`src/rtl/osc_ctrl_receiver.sv`:
```
// -----------------------------------------------------------------------------
// osc_ctrl_receiver
//
// SPI-style serial control receiver for the DDS oscillator. A host shifts
// 24-bit frames (W, 7-bit address, 16-bit data, MSB first) to load shadow
// registers, then writes COMMIT to copy every shadow to the active outputs on
// one clk edge. Read frames return the active value of the addressed register
// on miso. Also produces the phase-accumulator clock-enable from a
// programmable divider. Everything runs on clk; the serial pins are
// synchronized and edge-detected.
//
// Ports:
//   clk          system clock
//   rst          asynchronous, active-high reset
//   sclk         serial clock (asynchronous, <= clk/8)
//   cs_n         frame select, active low
//   mosi         serial data in, MSB first
//   miso         serial read data, updated on sclk falling edges
//   tuning_word  active tuning word
//   wave_select  active waveform select
//   modulation   active PWM modulation value
//   ce           oscillator clock-enable strobe
//   frame_err    one-cycle pulse when a malformed frame is discarded
// -----------------------------------------------------------------------------
module osc_ctrl_receiver #(
    parameter int unsigned m           = 12,
    parameter int unsigned TUNE_WIDTH  = 16,
    parameter int unsigned SYNC_STAGES = 2
) (
    input  logic                  clk,
    input  logic                  rst,
    input  logic                  sclk,
    input  logic                  cs_n,
    input  logic                  mosi,
    output logic                  miso,
    output logic [TUNE_WIDTH-1:0] tuning_word,
    output logic [2:0]            wave_select,
    output logic [m-1:0]          modulation,
    output logic                  ce,
    output logic                  frame_err
);

    typedef enum logic [1:0] {StIdle, StShift, StApply, StErr} state_e;

    localparam logic [6:0] AddrTune   = 7'h00;
    localparam logic [6:0] AddrWave   = 7'h01;
    localparam logic [6:0] AddrMod    = 7'h02;
    localparam logic [6:0] AddrCeDiv  = 7'h03;
    localparam logic [6:0] AddrCommit = 7'h04;

    localparam logic [4:0] FrameBits  = 5'd24;
    localparam logic [4:0] AddrBits   = 5'd8;
    localparam logic [4:0] AddrLast   = 5'd7;
    localparam logic [4:0] CntMax     = 5'd31;

    localparam logic [m-1:0] ModReset = {1'b1, {(m-1){1'b0}}};

    // ---------------------------------------------------------------------
    // Pin synchronizers and edge detection
    // ---------------------------------------------------------------------
    logic [SYNC_STAGES-1:0] sclk_sync_q, cs_sync_q, mosi_sync_q;
    logic                   sclk_prev_q, cs_prev_q;
    logic                   sclk_s, cs_s, mosi_s;
    logic                   sclk_rise, sclk_fall, cs_rise, cs_fall;

    // cs_n chain resets low so that cs_n already low at reset release never
    // looks like a falling edge; only a fresh high-to-low transition opens a
    // frame. A spurious "rise" out of reset is ignored in IDLE.
    always_ff @(posedge clk or posedge rst) begin
        if (rst) begin
            sclk_sync_q <= '0;
            cs_sync_q   <= '0;
            mosi_sync_q <= '0;
            sclk_prev_q <= 1'b0;
            cs_prev_q   <= 1'b0;
        end else begin
            sclk_sync_q <= {sclk_sync_q[SYNC_STAGES-2:0], sclk};
            cs_sync_q   <= {cs_sync_q[SYNC_STAGES-2:0], cs_n};
            mosi_sync_q <= {mosi_sync_q[SYNC_STAGES-2:0], mosi};
            sclk_prev_q <= sclk_sync_q[SYNC_STAGES-1];
            cs_prev_q   <= cs_sync_q[SYNC_STAGES-1];
        end
    end

    assign sclk_s    = sclk_sync_q[SYNC_STAGES-1];
    assign cs_s      = cs_sync_q[SYNC_STAGES-1];
    assign mosi_s    = mosi_sync_q[SYNC_STAGES-1];
    assign sclk_rise = sclk_s & ~sclk_prev_q;
    assign sclk_fall = ~sclk_s & sclk_prev_q;
    assign cs_rise   = cs_s & ~cs_prev_q;
    assign cs_fall   = ~cs_s & cs_prev_q;

    // ---------------------------------------------------------------------
    // Frame FSM
    // ---------------------------------------------------------------------
    state_e      state_q, state_d;
    logic [4:0]  bit_cnt_q, cnt_inc, cnt_eff;
    logic [23:0] shift_q, shift_next;
    logic [15:0] rd_shift_q, rd_value;
    logic        miso_q;
    logic        frame_start, shift_en, apply;

    assign cnt_inc    = (bit_cnt_q == CntMax) ? bit_cnt_q : bit_cnt_q + 5'd1;
    // An sclk rise in the same cycle as the cs_n rise is counted first.
    assign cnt_eff    = sclk_rise ? cnt_inc : bit_cnt_q;
    assign shift_next = {shift_q[22:0], mosi_s};

    always_ff @(posedge clk or posedge rst) begin
        if (rst) begin
            state_q <= StIdle;
        end else begin
            state_q <= state_d;
        end
    end

    always_comb begin
        state_d     = state_q;
        frame_start = 1'b0;
        shift_en    = 1'b0;
        apply       = 1'b0;
        frame_err   = 1'b0;
        unique case (state_q)
            StIdle: begin
                if (cs_fall) begin
                    state_d     = StShift;
                    frame_start = 1'b1;
                end
            end
            StShift: begin
                shift_en = sclk_rise;
                if (cs_rise) begin
                    state_d = (cnt_eff == FrameBits) ? StApply : StErr;
                end
            end
            StApply: begin
                apply   = 1'b1;
                state_d = StIdle;
            end
            StErr: begin
                frame_err = 1'b1;
                state_d   = StIdle;
            end
            default: state_d = StIdle;
        endcase
    end

    // Shift path, read-data load after the address byte, miso shifting.
    always_ff @(posedge clk or posedge rst) begin
        if (rst) begin
            bit_cnt_q  <= '0;
            shift_q    <= '0;
            rd_shift_q <= '0;
            miso_q     <= 1'b0;
        end else if (frame_start) begin
            bit_cnt_q  <= '0;
            shift_q    <= '0;
            rd_shift_q <= '0;
            miso_q     <= 1'b0;
        end else if (shift_en) begin
            bit_cnt_q <= cnt_inc;
            shift_q   <= shift_next;
            if (bit_cnt_q == AddrLast) begin
                rd_shift_q <= rd_value;
            end
        end else if (state_q == StShift && sclk_fall && bit_cnt_q >= AddrBits) begin
            miso_q     <= rd_shift_q[15];
            rd_shift_q <= {rd_shift_q[14:0], 1'b0};
        end
    end

    assign miso = (state_q == StShift) ? miso_q : 1'b0;

    // ---------------------------------------------------------------------
    // Register file
    // ---------------------------------------------------------------------
    logic [TUNE_WIDTH-1:0] tune_shadow_q, tune_q;
    logic [2:0]            wave_shadow_q, wave_q;
    logic [m-1:0]          mod_shadow_q, mod_q;
    logic [15:0]           ce_div_q, ce_cnt_q;
    logic                  ce_q;

    logic        wr_en;
    logic [6:0]  wr_addr;
    logic [15:0] wr_data;
    logic        wr_tune, wr_wave, wr_mod, wr_ce_div, wr_commit;

    assign wr_en     = apply & shift_q[23];
    assign wr_addr   = shift_q[22:16];
    assign wr_data   = shift_q[15:0];
    assign wr_tune   = wr_en && (wr_addr == AddrTune);
    assign wr_wave   = wr_en && (wr_addr == AddrWave);
    assign wr_mod    = wr_en && (wr_addr == AddrMod);
    assign wr_ce_div = wr_en && (wr_addr == AddrCeDiv);
    assign wr_commit = wr_en && (wr_addr == AddrCommit);

    // After the 8th bit, shift_next[6:0] holds the complete address.
    always_comb begin
        rd_value = '0;
        case (shift_next[6:0])
            AddrTune:  rd_value = 16'(tune_q);
            AddrWave:  rd_value = {13'd0, wave_q};
            AddrMod:   rd_value = 16'(mod_q);
            AddrCeDiv: rd_value = ce_div_q;
            default:   rd_value = '0;
        endcase
    end

    always_ff @(posedge clk or posedge rst) begin
        if (rst) begin
            tune_shadow_q <= '0;
            wave_shadow_q <= '0;
            mod_shadow_q  <= ModReset;
            tune_q        <= '0;
            wave_q        <= '0;
            mod_q         <= ModReset;
        end else begin
            if (wr_tune) tune_shadow_q <= wr_data[TUNE_WIDTH-1:0];
            if (wr_wave) wave_shadow_q <= wr_data[2:0];
            if (wr_mod)  mod_shadow_q  <= wr_data[m-1:0];
            if (wr_commit) begin
                tune_q <= tune_shadow_q;
                wave_q <= wave_shadow_q;
                mod_q  <= mod_shadow_q;
            end
        end
    end

    assign tuning_word = tune_q;
    assign wave_select = wave_q;
    assign modulation  = mod_q;

    // ---------------------------------------------------------------------
    // CE divider: ce is registered so it is low during reset and rises on
    // the first edge after release when CE_DIV = 0. A CE_DIV write restarts
    // the count, so the first pulse lands CE_DIV+1 cycles later.
    // ---------------------------------------------------------------------
    always_ff @(posedge clk or posedge rst) begin
        if (rst) begin
            ce_div_q <= '0;
            ce_cnt_q <= '0;
            ce_q     <= 1'b0;
        end else if (wr_ce_div) begin
            ce_div_q <= wr_data;
            ce_cnt_q <= '0;
            ce_q     <= 1'b0;
        end else if (ce_cnt_q == ce_div_q) begin
            ce_cnt_q <= '0;
            ce_q     <= 1'b1;
        end else begin
            ce_cnt_q <= ce_cnt_q + 16'd1;
            ce_q     <= 1'b0;
        end
    end

    assign ce = ce_q;

endmodule

```
`config.mk`:
```
export PLATFORM = sky130hd
export DESIGN_NAME = osc_ctrl_receiver
export DESIGN_NICKNAME = d
export VERILOG_FILES = /design/src/rtl/osc_ctrl_receiver.sv
export SDC_FILE = /design/constraint.sdc
export NUM_CORES = 1
export LEC_CHECK = 0
export BUFFER_PORTS_ARGS = -buffer_cell sky130_fd_sc_hd__clkbuf_2
export CAP_MARGIN = 40
export CORE_ASPECT_RATIO = 1.2
export CORE_MARGIN = 2
export CORE_UTILIZATION = 40
export CTS_BUF_LIST = sky130_fd_sc_hd__clkbuf_16
export DETAILED_ROUTE_END_ITERATION = 16
export GPL_TIMING_DRIVEN = 0
export PLACE_DENSITY_LB_ADDON = 0.05
export SETUP_SLACK_MARGIN = 0.5
export SLEW_MARGIN = 40
export SYNTH_ARGS = -nofsm -noshare
export SYNTH_HDL_FRONTEND = slang
export SYNTH_SLANG_ARGS = --single-unit
```
`constraint.sdc`:
```
create_clock -name clk -period 7.5 [get_ports clk]
set_clock_uncertainty 0.15 [all_clocks]
set_input_delay 0 -clock clk [delete_from_list [all_inputs] [get_ports clk]]
set_output_delay 0 -clock clk [all_outputs]
set_load 0.02 [all_outputs]
```
Word level (Yosys, flattened, before mapping)
Index checks and enable logic that the tools add are counted.
Word-level totals
  register bits after elaboration: 151
  input port bits: 5
  output and inout port bits: 34
  logic and storage cells: 94
Operators by class
  add/subtract/negate cells: 2
  order comparisons: 1
  equality and inequality tests: 18
  multiplexer cells: 28
  bitwise logic cells: 9
  reduce and logical (&&, ||, !) cells: 17
Operators with widths (count)
  $mux W16: 6
  $pmux W16 S4: 1
  $mux W24: 2
  $eq A7 B2 Y1 const B: 4
  $mux W5: 4
  $add A16 B1 Y16 const B: 1
  $eq A16 B16 Y1: 1
  $eq A7 B1 Y1 const B: 2
  $logic_not A7 Y1: 2
  $mux W1: 12
  $eq A5 B5 Y1 const B: 2
  $eq A7 B3 Y1 const B: 1
  $logic_and A1 B1 Y1: 7
  $ne A2 B2 Y1 const B: 3
  $pmux W2 S3: 1
  $reduce_and A2 Y1: 3
  $add A5 B1 Y5 const B: 1
  $and A1 B1 Y1: 5
  $eq A5 B3 Y1 const B: 1
  $ge A5 B4 Y1 const B: 1
  $eq A2 B2 Y1 const B: 2
  $mux W2: 2
  $not A1 Y1: 4
  $reduce_bool A2 Y1: 2
  other kinds (5): 5

Longest topological paths before layout
  depth after elaboration: 7
  depth in mapped cells: 6

Worst setup path before layout
No wires, ideal clock.
  kind: reg2reg
  from: register shift_q[20]
  to: register ce_div_q[10]
  library setup time: 125 ps
  arrival time: 1881 ps
  slack: 5344 ps
  cell stages (with the launch flop): 7
  path buffers: 2
  cells stage by stage: dfrtp_1 or4_4 nor4_4 and3_1 buf_4 buf_6 mux2_2
Between the ends
  longest elaborated chain between the ends: 2
RTL lines
  start, declared: line 98  | logic [23:0] shift_q, shift_next;
  start signal, assigned: line 161  | shift_q <= shift_next;
  $eq A7 B2 Y1: line 193  | assign wr_ce_div = wr_en && (wr_addr == AddrCeDiv);
  $logic_and A1 B1 Y1: line 193
  end signal, assigned: line 243  | ce_div_q <= wr_data;
  end, declared: line 179  | logic [15:0] ce_div_q, ce_cnt_q;
No other way between the ends.
A chain may end at the register's enable or synchronous reset.

Worst setup path after layout
  from: register state_q[1]
  to: register shift_q[0]
Between the ends
  longest elaborated chain between the ends: 3
  elaborated cells between the ends (all ways): 6
  those cells by class: eq/ne: 1; mux: 3; reduce/logical: 2
RTL lines
  start, declared: line 96  | state_e state_q, state_d;
  start signal, assigned: line 110  | state_q <= StIdle;
  start signal, assigned: line 112  | state_q <= state_d;
  $eq A2 B1 Y1 or $logic_not A2 Y1 (tied branches): line 122  | unique case (state_q)
  $mux W1: line 122
  $reduce_bool A2 Y1 (no line) or $mux W24 (tied branches)
Several ways; a longest one is shown, not always the timed one.

==> impl_metrics.py <==
metrics = {
    "worst_setup_path": {
        "crit_start": "state_q[1]",
        "crit_path_end_kind": "register",
        "rr_startpoint": "state_q[1]",
        "crit_arrival_ps": 2670,
        "start_kind": "register",
        "worstSetupPathType": "reg2reg",
        "crit_fanout": 10,
        "cp.required_ps": 7680,
    },
    "placed_design": {
        "gp_congestion": 0.805,
        "io_buffer_count": 38,
        "dp_hpwl_um": 11300,
    },
    "synthesis": {
        "syn_area_per_cell_um2": 12.8,
        "synth_top_flop_cell": "dfrtp_1",
        "synth_edf_count": 0,
        "ys_seq_elements": 151,
        "synth.area.top_cells": "dfrtp_1, mux2_2, mux2_4, a22o_1, xnor2_1",
        "yosys.area.top_type": "dfrtp_1",
        "synth_warnings": 0,
        "syn_nets": 537,
        "yosys.area.top_type_share_pct": 55.0,
        "yosysUniqueCellTypes": 52,
        "synth-async-reset-ratio_pct": 100,
        "syn_area_um2": 6780,
        "ys_seq_area_share_pct": 55.7,
        "synth_cells": 530,
    },
    "sta": {
        "slew_viol_final": 0,
        "finalCritPeriodShare_pct": 33.1,
        "setup_viol": 0,
        "slew_headroom_pct": 50.9,
        "hold_violations": 0,
        "fmax_mhz": 403,
        "rsz0062_at_grt": "false",
        "tightest_slew_ps": 733,
        "setup_tns_ps": 0,
        "fin_crit_ps": 2480,
    },
    "pwr": {
        "irDropWorstVdd_uv": 156,
        "p_leak_nw": 3.70,
        "power_density_nw_per_um2": 231,
        "p_total_mw": 1.83,
    },
    "clock_tree": {
        "post-cts-setup-buffer-count": 0,
        "cts_buffer_depth": 2,
        "cts_tree": "done",
        "clk_pin_slew_worst_paths_ps": 60,
        "clock-root-buffer": "clkbuf_16",
        "cts_buffers": 17,
        "clock-sinks": 151,
        "htree_levels": 4,
        "insertion_delay_ps": 420,
    },
    "global_route": {
        "grt_util_all_layers_pct": 19.3,
        "grt_pass1_wl_um": 26000,
        "grt_max_degree": 66,
        "antenna_found_initial": 0,
        "first_global_vias": 4493,
        "overflow": 0,
    },
    "final_layout": {
        "layout.nets": 601,
        "final_cell_mix": "dfrtp_1, mux2_2, nand2_1",
        "final_util_pct": 47.4,
        "syn2layout_area_growth_pct": 16.7,
        "fillers": 1531,
        "n_antenna_cell": 0,
        "multi_input_area_um2": 2790,
        "drive_gt1_share_pct": 30.6,
        "regArea_um2": 3780,
        "final_common_cell": "dfrtp_1",
    },
    "detailed_routing": {
        "detailroute.via_count": 4393,
        "initialDrtViolationCount": 227,
        "firstDrtPassIters": 4,
        "antenna_left": 0,
        "vias_per_cell": 5.34,
        "drc": 0,
        "wl_um": 16200,
        "wire_per_inst_um": 19.7,
    },
    "die": {
        "start_util_pct": 40.6,
        "coreArea_um2": 16700,
        "die_area_um2": 18000,
        "rows": 52,
        "io_pins": 39,
        "die_y_um": 147,
        "die_w_um": 123,
    },
    "outcome": {
        "status": "finished, final reports clean",
    },
    "worst_hold_path": {
        "min_from": "cs_n",
        "hold_class": "in2reg",
    },
    "flow_run": {
        "maxCapViolCount": 0,
    },
}
## synth_stat cells (2+ instances only)
cell type and n:
or3_1 5, and2_1 2, dfrtp_1 149, and3_1 4, buf_6 3, nor4_1 2, o31ai_1 4, nand4bb_1 3
mux2_4 30, a211oi_1 4, ha_1 2, nand3b_1 5, a21boi_0 2, buf_2 6, or2_2 2, buf_12 3
inv_1 4, clkbuf_1 17, a22o_2 2, nand2_1 48, dfstp_2 2, xor2_1 6, nand3_1 9, or4_1 3
a22o_1 22, mux4_2 3, mux2_2 59, a21oi_1 19, nor2_1 13, a31oi_1 5, xnor2_1 22, nand4_1 8
o21ai_0 10, nor3_1 17, nand2b_1 3, nor2b_1 3, a22oi_1 13, o211ai_1 2
## metrics by stage
| stage | hold WS (ps) | instance area, um^2 | setup slack [ps] | std cells |
|---|---|---|---|---|
| global placement | -41.6 | 7240 | 1530 | 784 |
| global route | 63.9 | 7920 | 4780 | 823 |
| CTS | 53.5 | 7920 | 5000 | 823 |
| detailed placement | -188 | 7310 | 5020 | 786 |
| finish | 70.4 | 7920 | 5020 | 823 |
| floorplan | -119 | 6780 | 3290 | 530 |
## sequential cells by signal (all words and copies together) (netlist names)
signal and cells:
bit_cnt_q 5, ce 1, ce_cnt_q 16, ce_div_q 16, cs_prev_q 1, cs_sync_q 2, miso_q 1, mod_shadow_q 12
modulation 12, mosi_sync_q 2, rd_shift_q 16, sclk_prev_q 1, sclk_sync_q 2, shift_q 24, state_q 2, tune_shadow_q 16
tuning_word 16, wave_select 3, wave_shadow_q 3
## worst max-delay path, cell delays in order (launching register included)
cell	delay, ps
dfrtp_1	480
nor4bb_1	590
clkbuf_1	410
buf_1	480
nand2_1	100
a21oi_1	170
## kinds of logic (layout without fill, tap and decap cells)
logic type	count (synthesis)	in the layout	synth area share, %
compound gates	86	86	8.84
xor+xnor	28	28	3.62
fa+ha+maj	2	2	0.369
buf+inv	35	112	3.15
flops	151	151	55.7
mux	92	92	17.4
simple gates	136	136	10.8
## area by class of cell
class | count | share of cell area (%)
Sequential cell | 151 | 47.8
Multi-Input combinational cell | 344 | 35.2
Clock buffer | 17 | 5.37
Timing Repair Buffer | 45 | 3.73
Tap cell | 216 | 3.41
Buffer | 31 | 2.51
Clock inverter | 15 | 1.72
Inverter | 4 | 0.284
## what timing repair did
action	4_1_cts	5_1_grt
hold buffers	5	0
hold endpoints to repair	89	0
resized for setup	0	0
setup endpoints to repair	0	0
## worst paths after layout
path	endpoint	slack [ps]	depth (start not counted)
worst min-delay path	cs_sync_q[0]	70	2
min in group asynchronous	tune_shadow_q[14]	500	4
worst min register to register	cs_sync_q[1]	200	0
worst max register to register	shift_q[0]	5020	5
worst max-delay path	shift_q[0]	5020	5
max in group asynchronous	tuning_word[1]	5790	6
## routing by layer
metal / GRT usage, % / wire length [um]
met4: 5.69 / 210
met2: 31.4 / 8160
met1: 26.1 / 7400
met5: 0 / 0
met3: 3.83 / 415
## power breakdown
part           switching, mW  internal, mW
Sequential            0.0296         0.838
Clock                  0.338         0.484
Combinational         0.0961        0.0465
Total                  0.464          1.37
(Power assumes the default switching activity.)
